==> config.mk <==
export PLATFORM = sky130hd
export DESIGN_NAME = contador_univ_flat
export DESIGN_NICKNAME = d
export VERILOG_FILES = /design/src/rtl/contador_pkg.sv /design/src/rtl/contador_univ_if.sv /design/src/rtl/contador_presc.sv /design/src/rtl/contador_univ.sv /design/src/flat_wrapper.sv
export SDC_FILE = /design/constraint.sdc
export NUM_CORES = 1
export LEC_CHECK = 0
export ABC_AREA = 0
export ABC_CLOCK_PERIOD_IN_PS = 3500
export BUFFER_PORTS_ARGS = -buffer_cell sky130_fd_sc_hd__buf_2
export CAP_MARGIN = 15
export CORE_ASPECT_RATIO = 1.75
export CORE_UTILIZATION = 58
export DETAILED_ROUTE_END_ITERATION = 10
export GPL_TIMING_DRIVEN = 0
export PLACE_DENSITY_LB_ADDON = 0.3
export SLEW_MARGIN = 20
export SYNTH_ARGS = -nofsm -noshare
export SYNTH_HDL_FRONTEND = slang
export SYNTH_SLANG_ARGS = --single-unit
==> constraint.sdc <==
create_clock -name clk -period 3.5 [get_ports clk]
set_input_delay 0 -clock clk [delete_from_list [all_inputs] [get_ports clk]]
set_output_delay 0 -clock clk [all_outputs]
set_load 0.01 [all_outputs]
==> src/rtl/contador_pkg.sv <==
// Shared constants for the universal counter slice.
package contador_pkg;
  localparam int WIDTH_DEF   = 8;
  localparam int PRESC_W_DEF = 4;

  localparam logic MODE_WRAP = 1'b0;
  localparam logic MODE_SAT  = 1'b1;
  localparam logic DIR_DOWN  = 1'b0;
  localparam logic DIR_UP    = 1'b1;
endpackage

==> src/rtl/contador_univ_if.sv <==
// Control/status bundle of contador_univ; master drives controls, slave returns count and flags.
interface contador_univ_if #(
  parameter int WIDTH   = contador_pkg::WIDTH_DEF,
  parameter int PRESC_W = contador_pkg::PRESC_W_DEF
);
  logic               en;
  logic               up;
  logic               sat;
  logic               load;
  logic [WIDTH-1:0]   load_val;
  logic [WIDTH-1:0]   mod_max;
  logic [PRESC_W-1:0] presc;
  logic [WIDTH-1:0]   out;
  logic               tc;
  logic               evt;

  modport master (
    output en, up, sat, load, load_val, mod_max, presc,
    input  out, tc, evt
  );
  modport slave (
    input  en, up, sat, load, load_val, mod_max, presc,
    output out, tc, evt
  );
endinterface

==> src/rtl/contador_presc.sv <==
// Rate divider: tick is high on one of every presc+1 enabled cycles.
module contador_presc
  import contador_pkg::*;
#(
  parameter int PRESC_W = PRESC_W_DEF
) (
  input  logic               clk,
  input  logic               rst,
  input  logic               clr,
  input  logic               en,
  input  logic [PRESC_W-1:0] presc,
  output logic               tick
);
  // rem == presc means no enabled cycles elapsed since rst/clr/tick
  logic [PRESC_W-1:0] rem;

  assign tick = en && (rem == '0);

  always_ff @(posedge clk) begin
    if (rst || clr)  rem <= presc;
    else if (tick)   rem <= presc;
    else if (en)     rem <= rem - 1'b1;
  end
endmodule

==> src/rtl/contador_univ.sv <==
// Universal up/down counter with range limit, load, wrap/saturate and limit event.
// Optional prescaler compiled in with CONTADOR_PRESCALER_EN.
module contador_univ
  import contador_pkg::*;
#(
  parameter int WIDTH   = WIDTH_DEF,
  parameter int PRESC_W = PRESC_W_DEF
) (
  input logic            clk,
  input logic            rst,
  contador_univ_if.slave bus
);
  logic [WIDTH-1:0] cnt, nxt, ld_clamped;
  logic             evt_q, nxt_evt, tick, step;

`ifdef CONTADOR_PRESCALER_EN
  contador_presc #(.PRESC_W(PRESC_W)) u_presc (
    .clk   (clk),
    .rst   (rst),
    .clr   (bus.load),
    .en    (bus.en),
    .presc (bus.presc),
    .tick  (tick)
  );
`else
  logic unused_presc;
  assign unused_presc = ^bus.presc;
  assign tick = 1'b1;
`endif

  assign step       = bus.en & tick;
  assign ld_clamped = (bus.load_val > bus.mod_max) ? bus.mod_max : bus.load_val;

  always_comb begin
    nxt     = cnt;
    nxt_evt = 1'b0;
    if (bus.up == DIR_UP) begin
      if (cnt >= bus.mod_max) begin
        nxt     = (bus.sat == MODE_SAT) ? bus.mod_max : '0;
        nxt_evt = 1'b1;
      end else begin
        nxt = cnt + 1'b1;
      end
    end else begin
      if (cnt == '0) begin
        nxt     = (bus.sat == MODE_SAT) ? '0 : bus.mod_max;
        nxt_evt = 1'b1;
      end else if (cnt > bus.mod_max) begin
        // out of range after a mod_max shrink: clamp quietly, not a limit event
        nxt = bus.mod_max;
      end else begin
        nxt = cnt - 1'b1;
      end
    end
  end

  always_ff @(posedge clk) begin
    if (rst) begin
      cnt   <= '0;
      evt_q <= 1'b0;
    end else if (bus.load) begin
      cnt   <= ld_clamped;
      evt_q <= 1'b0;
    end else if (step) begin
      cnt   <= nxt;
      evt_q <= nxt_evt;
    end else begin
      evt_q <= 1'b0;
    end
  end

  assign bus.out = cnt;
  assign bus.evt = evt_q;
  assign bus.tc  = ((bus.up == DIR_UP) && (cnt >= bus.mod_max)) ||
                   ((bus.up == DIR_DOWN) && (cnt == '0));
endmodule

==> src/flat_wrapper.sv <==
// flat-port wrapper written by rule: the top's interface ports become plain ports
module contador_univ_flat import contador_pkg::*;
#(
  parameter int WIDTH   = WIDTH_DEF,
  parameter int PRESC_W = PRESC_W_DEF
)
  (clk, rst, bus_en, bus_up, bus_sat, bus_load, bus_load_val, bus_mod_max, bus_presc, bus_out, bus_tc, bus_evt);
  contador_univ_if #(.WIDTH(WIDTH), .PRESC_W(PRESC_W)) bus_i ();
  input logic clk;
  input logic rst;
  input wire logic [$bits(bus_i.en)-1:0] bus_en;
  input wire logic [$bits(bus_i.up)-1:0] bus_up;
  input wire logic [$bits(bus_i.sat)-1:0] bus_sat;
  input wire logic [$bits(bus_i.load)-1:0] bus_load;
  input wire logic [$bits(bus_i.load_val)-1:0] bus_load_val;
  input wire logic [$bits(bus_i.mod_max)-1:0] bus_mod_max;
  input wire logic [$bits(bus_i.presc)-1:0] bus_presc;
  output wire logic [$bits(bus_i.out)-1:0] bus_out;
  output wire logic [$bits(bus_i.tc)-1:0] bus_tc;
  output wire logic [$bits(bus_i.evt)-1:0] bus_evt;
  assign bus_i.en = bus_en;
  assign bus_i.up = bus_up;
  assign bus_i.sat = bus_sat;
  assign bus_i.load = bus_load;
  assign bus_i.load_val = bus_load_val;
  assign bus_i.mod_max = bus_mod_max;
  assign bus_i.presc = bus_presc;
  assign bus_out = bus_i.out;
  assign bus_tc = bus_i.tc;
  assign bus_evt = bus_i.evt;
  contador_univ #(.WIDTH(WIDTH), .PRESC_W(PRESC_W)) u_core (.clk(clk), .rst(rst), .bus(bus_i));
endmodule
After elaboration in Yosys (flattened, before gate mapping)
Cells that the tools add are included.
{"block": "totals", "latch_bits": 0, "mem_count": 0, "mem_bits_ro": 0, "ram_bits": 0, "ff_bits": 9}
{"block": "classes", "order_cmp": 3, "eq_ne": 0, "div_mod_pow": 0, "mux": 12, "bitwise_logic": 2, "shifts": 0, "n_addsub": 2, "n_reduce_logical": 6, "n_mul": 0}
{"op": "8-bit two-way mux", "count": 9}
{"op": "8-bit greater-than comparator", "count": 2}
{"op": "8-bit by 1-bit adder with 8-bit output, second input constant", "count": 1}
{"op": "8-bit greater-or-equal comparator", "count": 1}
{"op": "8-bit zero test", "count": 1}
{"op": "8-bit by 1-bit subtractor with 8-bit output, second input constant", "count": 1}
{"op": "1-bit two-way mux", "count": 3}
{"op": "3-bit OR reduction", "count": 1}
{"op": "1-bit logical AND", "count": 2}
{"op": "1-bit NOT", "count": 2}
{"op": "2-bit nonzero test", "count": 1}
{"op": "1-bit logical OR", "count": 1}

Longest topological paths before layout
{"block": "depth", "depth_word": 6, "depth_mapped": 10, "mapped_depth_nobuf": 8}

Least setup slack after synthesis
OpenSTA, ideal clock, no wires.
{"block": "synth_path", "path_kind": "register to register", "startpoint": "reg u_core.cnt[0] (netlist: u_core.bus.out[0])", "endpoint": "reg u_core.cnt[2] (netlist: u_core.bus.out[2])", "arrival_ns": 2.260, "period_less_slack_ns": 2.377, "stages_incl_launch_ff": 10, "n_path_buf": 1, "setup_slack_ns": 1.123, "path_cell_list": "dfxtp_1 > clkbuf_1 > inv_1 > ha_1 > nand4_1 > or2_1 > a31oi_4 > nand2_4 > a221o_1 > a32o_1"}
{"block": "synth_via", "elab_chain_len": 6, "word_cells_on_any_way": 11}
{"element": "from (decl)", "line_no": "contador_univ.sv:13", "source": "logic [WIDTH-1:0] cnt, nxt, ld_clamped;"}
{"element": "from (signal assigned)", "line_no": "contador_univ.sv:62", "source": "cnt <= ld_clamped;"}
{"element": "from (signal assigned)", "line_no": "contador_univ.sv:65", "source": "cnt <= nxt;"}
{"element": "8-bit by 1-bit subtractor with 8-bit output / 8-bit greater-than comparator (equally long branches)", "line_no": "contador_univ.sv:52, contador_univ.sv:48"}
{"element": "8-bit two-way mux", "line_no": "contador_univ.sv:48", "source": "end else if (cnt > bus.mod_max) begin"}
{"element": "8-bit two-way mux", "line_no": "contador_univ.sv:45", "source": "if (cnt == '0) begin"}
{"element": "8-bit two-way mux (*)", "line_no": "contador_univ.sv:37", "source": "if (bus.up == DIR_UP) begin"}
{"element": "8-bit two-way mux (*)", "line_no": "contador_univ.sv:64", "source": "end else if (step) begin"}
{"element": "8-bit two-way mux (*)", "line_no": "contador_univ.sv:61", "source": "end else if (bus.load) begin"}
Every way passes the cells marked *; elsewhere a longest branch is shown, timed or not. The select of a mux whose other input is x is not followed.
A chain may end at the register's enable or synchronous reset.

Final worst setup path
Same ends and word-level chain as after synthesis.

==> flow_metrics.py <==
metrics = {
    "yosys": {
        "synth_edf_count": 0,
        "syn-num-nets": 240,
        "yosysTopAreaCellShare": 0.161,
        "yosys_warnings": 0,
        "syn_inst": 195,
        "synth_cell_types": 44,
        "yosysSeqAreaShare": 0.122,
        "ys_top_cells_by_area": "ha_1, dfxtp_1, o211ai_1",
        "post_synth.cell_area_avg_um2": 7.55,
        "yosys.area.top_type": "ha_1",
        "netlist_area_mm2": 0.00147,
        "synthFlopType": "dfxtp_1",
        "ys_async_sr_fraction": 0,
        "ys_ff_latch": 9,
    },
    "setup_path": {
        "endpoint": "u_core.bus.out[2]",
        "startpoint_type": "flop",
        "startpoint": "u_core.bus.out[0]",
        "r2r_slack_ns": 0.85,
        "crit_fanout": 8,
        "timing.rr.end": "u_core.bus.out[2]",
        "crit_arrival_ns": 2.78,
        "end_kind": "flop",
        "timing.rr.start": "u_core.bus.out[0]",
        "required_ns": 3.63,
        "crit_type": "reg2reg",
        "rr_worst_depth": 9,
    },
    "pwr": {
        "switchingPower_mw": 0.237,
        "p_int_mw": 0.312,
        "ir_worst_vdd_mv": 0.142,
        "swShare": 0.432,
        "p_leak_nw": 0.750,
        "seq_power_share": 0.249,
        "power_density_mw_per_mm2": 326,
        "p_clk_frac": 0.229,
        "pwr-share-comb": 0.522,
    },
    "sta": {
        "rsz0062_at_grt": "false",
        "fin_tns_setup_ns": 0,
        "fmax_ghz": 0.377,
        "setup_viol": 0,
        "skew_ns": 0.00219,
        "tightest_slew_ns": 0.796,
        "fin_crit_sh": 0.759,
        "maxSlewViolCount": 0,
        "max_slew_margin": 0.466,
        "post-route-min-period_ns": 2.65,
        "final_hold_viol_count": 0,
    },
    "clocking": {
        "clockBufferDepth": 2,
        "h-tree-depth": 1,
        "cts_setup_buffers": 0,
        "clkLatencyLatePin_ns": 0.24,
        "cts_num_sinks": 9,
        "root_buffer": "clkbuf_8",
        "ctsHoldBuffers": 0,
        "tritoncts": "done",
        "cts_resized": 0,
        "clkTransAtPathRegs_ns": 0.04,
        "numCtsBuffers": 3,
    },
    "die": {
        "core_area_mm2": 0.00233,
        "fp-row-count": 23,
        "start_util": 0.632,
        "die_w_um": 40.1,
        "fp.dieH_um": 68.7,
        "die_area_mm2": 0.00275,
        "io_pins": 36,
    },
    "drt": {
        "met1_length_um": 1570,
        "routed.top_layer": "met4",
        "met3_length_um": 307,
        "firstDrtPassIters": 4,
        "viasPerCell": 6.90,
        "finalWirelength_um": 4450,
        "ant_nets": 0,
        "wire_per_inst_um": 17.7,
        "vias": 1733,
        "drtIter0Drc": 121,
        "drt_drc_violations_left": 0,
        "route.met2.wl_um": 2370,
    },
    "cells_and_area": {
        "diodes": 0,
        "drive_gt1_frac": 0.173,
        "area_delta_synth_final_pct": 14.4,
        "nets": 272,
        "fill_cells": 219,
        "instances_no_fill": 251,
        "final_util": 0.722,
    },
    "global_route": {
        "grt_use_total": 0.366,
        "antenna_found_initial": 0,
        "grt_pass1_wl_um": 7030,
        "grt.overflow.total": 0,
        "grt_pass1_vias": 1661,
        "grt_max_degree": 11,
    },
    "placement": {
        "hpwl_um": 3580,
        "dp_cells": 247,
        "port_buffers": 27,
        "gp_congestion": 0.987,
    },
    "run": {
        "cap_violations": 0,
    },
    "outcome": {
        "run_status": "complete, no violations",
    },
    "hold_path": {
        "holdCritStartpoint": "bus_mod_max[0]",
        "worstHoldPathType": "in2reg",
    },
}
worst max-delay path, cell delays in order, from the launching register on:
cell      delay [ns]
dfxtp_1         0.34
clkbuf_1        0.35
inv_1           0.18
ha_1            0.32
nand4_1         0.12
or2_1           0.29
a31oi_4         0.23
nand2_4         0.10
a221o_1         0.35
a32o_1          0.26
cells in the mapped netlist, types with 2 or more instances:
cell / number
nand2_1: 6
a32o_1: 6
and3_1: 4
nand3_1: 20
o21ai_0: 9
o21ai_1: 4
nor2_1: 12
a211oi_1: 2
o211ai_1: 15
dfxtp_1: 9
xnor2_1: 4
xor2_1: 7
a21oi_1: 16
clkbuf_1: 7
ha_1: 19
a221o_1: 7
buf_1: 3
nor2b_1: 3
or2_1: 2
nand4_1: 4
inv_1: 13
layout by cell type, fill, tap and decap left out, types with 8 or more instances in the layout:
cell type and count:
dfxtp_1 9, buf_2 28, o211ai_1 15, ha_1 19
o21ai_0 9, inv_1 13, nor2_1 12, a21oi_1 16
nand3_1 20, clkbuf_1 8
final cells by class:
type	instances	area, um2	share of cell area
repair buffers	27	135	0.0802
well taps	25	31.3	0.0186
plain buffers	12	53.8	0.0319
clock buffers	4	45.0	0.0267
multi-input cells	160	1190	0.704
inverters	14	52.6	0.0312
flip-flops and latches	9	180	0.107
cells by family (layout without fill, tap and decap cells):
logic type / count (synthesis) / after routing / synth area share
AO/OA/AOI/OAI: 70 / 70 / 0.352
XOR/XNOR: 11 / 11 / 0.0654
adder cells (fa/ha/maj): 19 / 19 / 0.161
buffers and inverters: 26 / 57 / 0.0722
flip-flops: 9 / 9 / 0.122
AND/OR/NAND/NOR: 60 / 60 / 0.227
through the flow:
stage | cell area (um2) | setup WS, ns | hold slack [ns] | total power [mW]
CTS | 1680 | 0.881 | 0.119 | 0.542
finish | 1680 | 0.845 | 0.126 | 0.548
detailed placement | 1640 | 0.877 | 0.361 | 0.418
global route | 1680 | 0.643 | 0.151 | 0.582
global placement | 1640 | 0.927 | 0.350 | 0.405
floorplan | 1470 | 1.12 | 0.163 | 0.336
layer usage:
metal,global-route usage,up-vias
met5,0,-
met4,0.198,0
met3,0.0224,27
met2,0.675,99
met1,0.380,791
li1,-,816
how the worst min path moves through the flow:
stage                     slack, ns  depth (start not counted)                end
final                          0.13                          3  u_core.bus.out[0]
after floorplan                0.16                          2  u_core.bus.out[0]
after global routing           0.15                          3  u_core.bus.out[0]
after detailed placement       0.36                          3  u_core.bus.out[0]
after CTS                      0.12                          3  u_core.bus.out[0]
after global placement         0.35                          3  u_core.bus.out[0]
power groups by stage:
| stage | Sequential (mW) | Combinational, mW | Clock [mW] |
|---|---|---|---|
| after global routing | 0.138 | 0.315 | 0.128 |
| after CTS | 0.136 | 0.282 | 0.125 |
| after detailed placement | 0.138 | 0.280 | 0 |
| after global placement | 0.136 | 0.268 | 0 |
| after floorplan | 0.137 | 0.200 | 0 |
| final | 0.137 | 0.286 | 0.125 |
registers in the layout, indices dropped and copies added (netlist names):
signal	cells
u_core.bus.evt	1
u_core.bus.out	8
No activity file was read; power rests on OpenSTA's default activity.
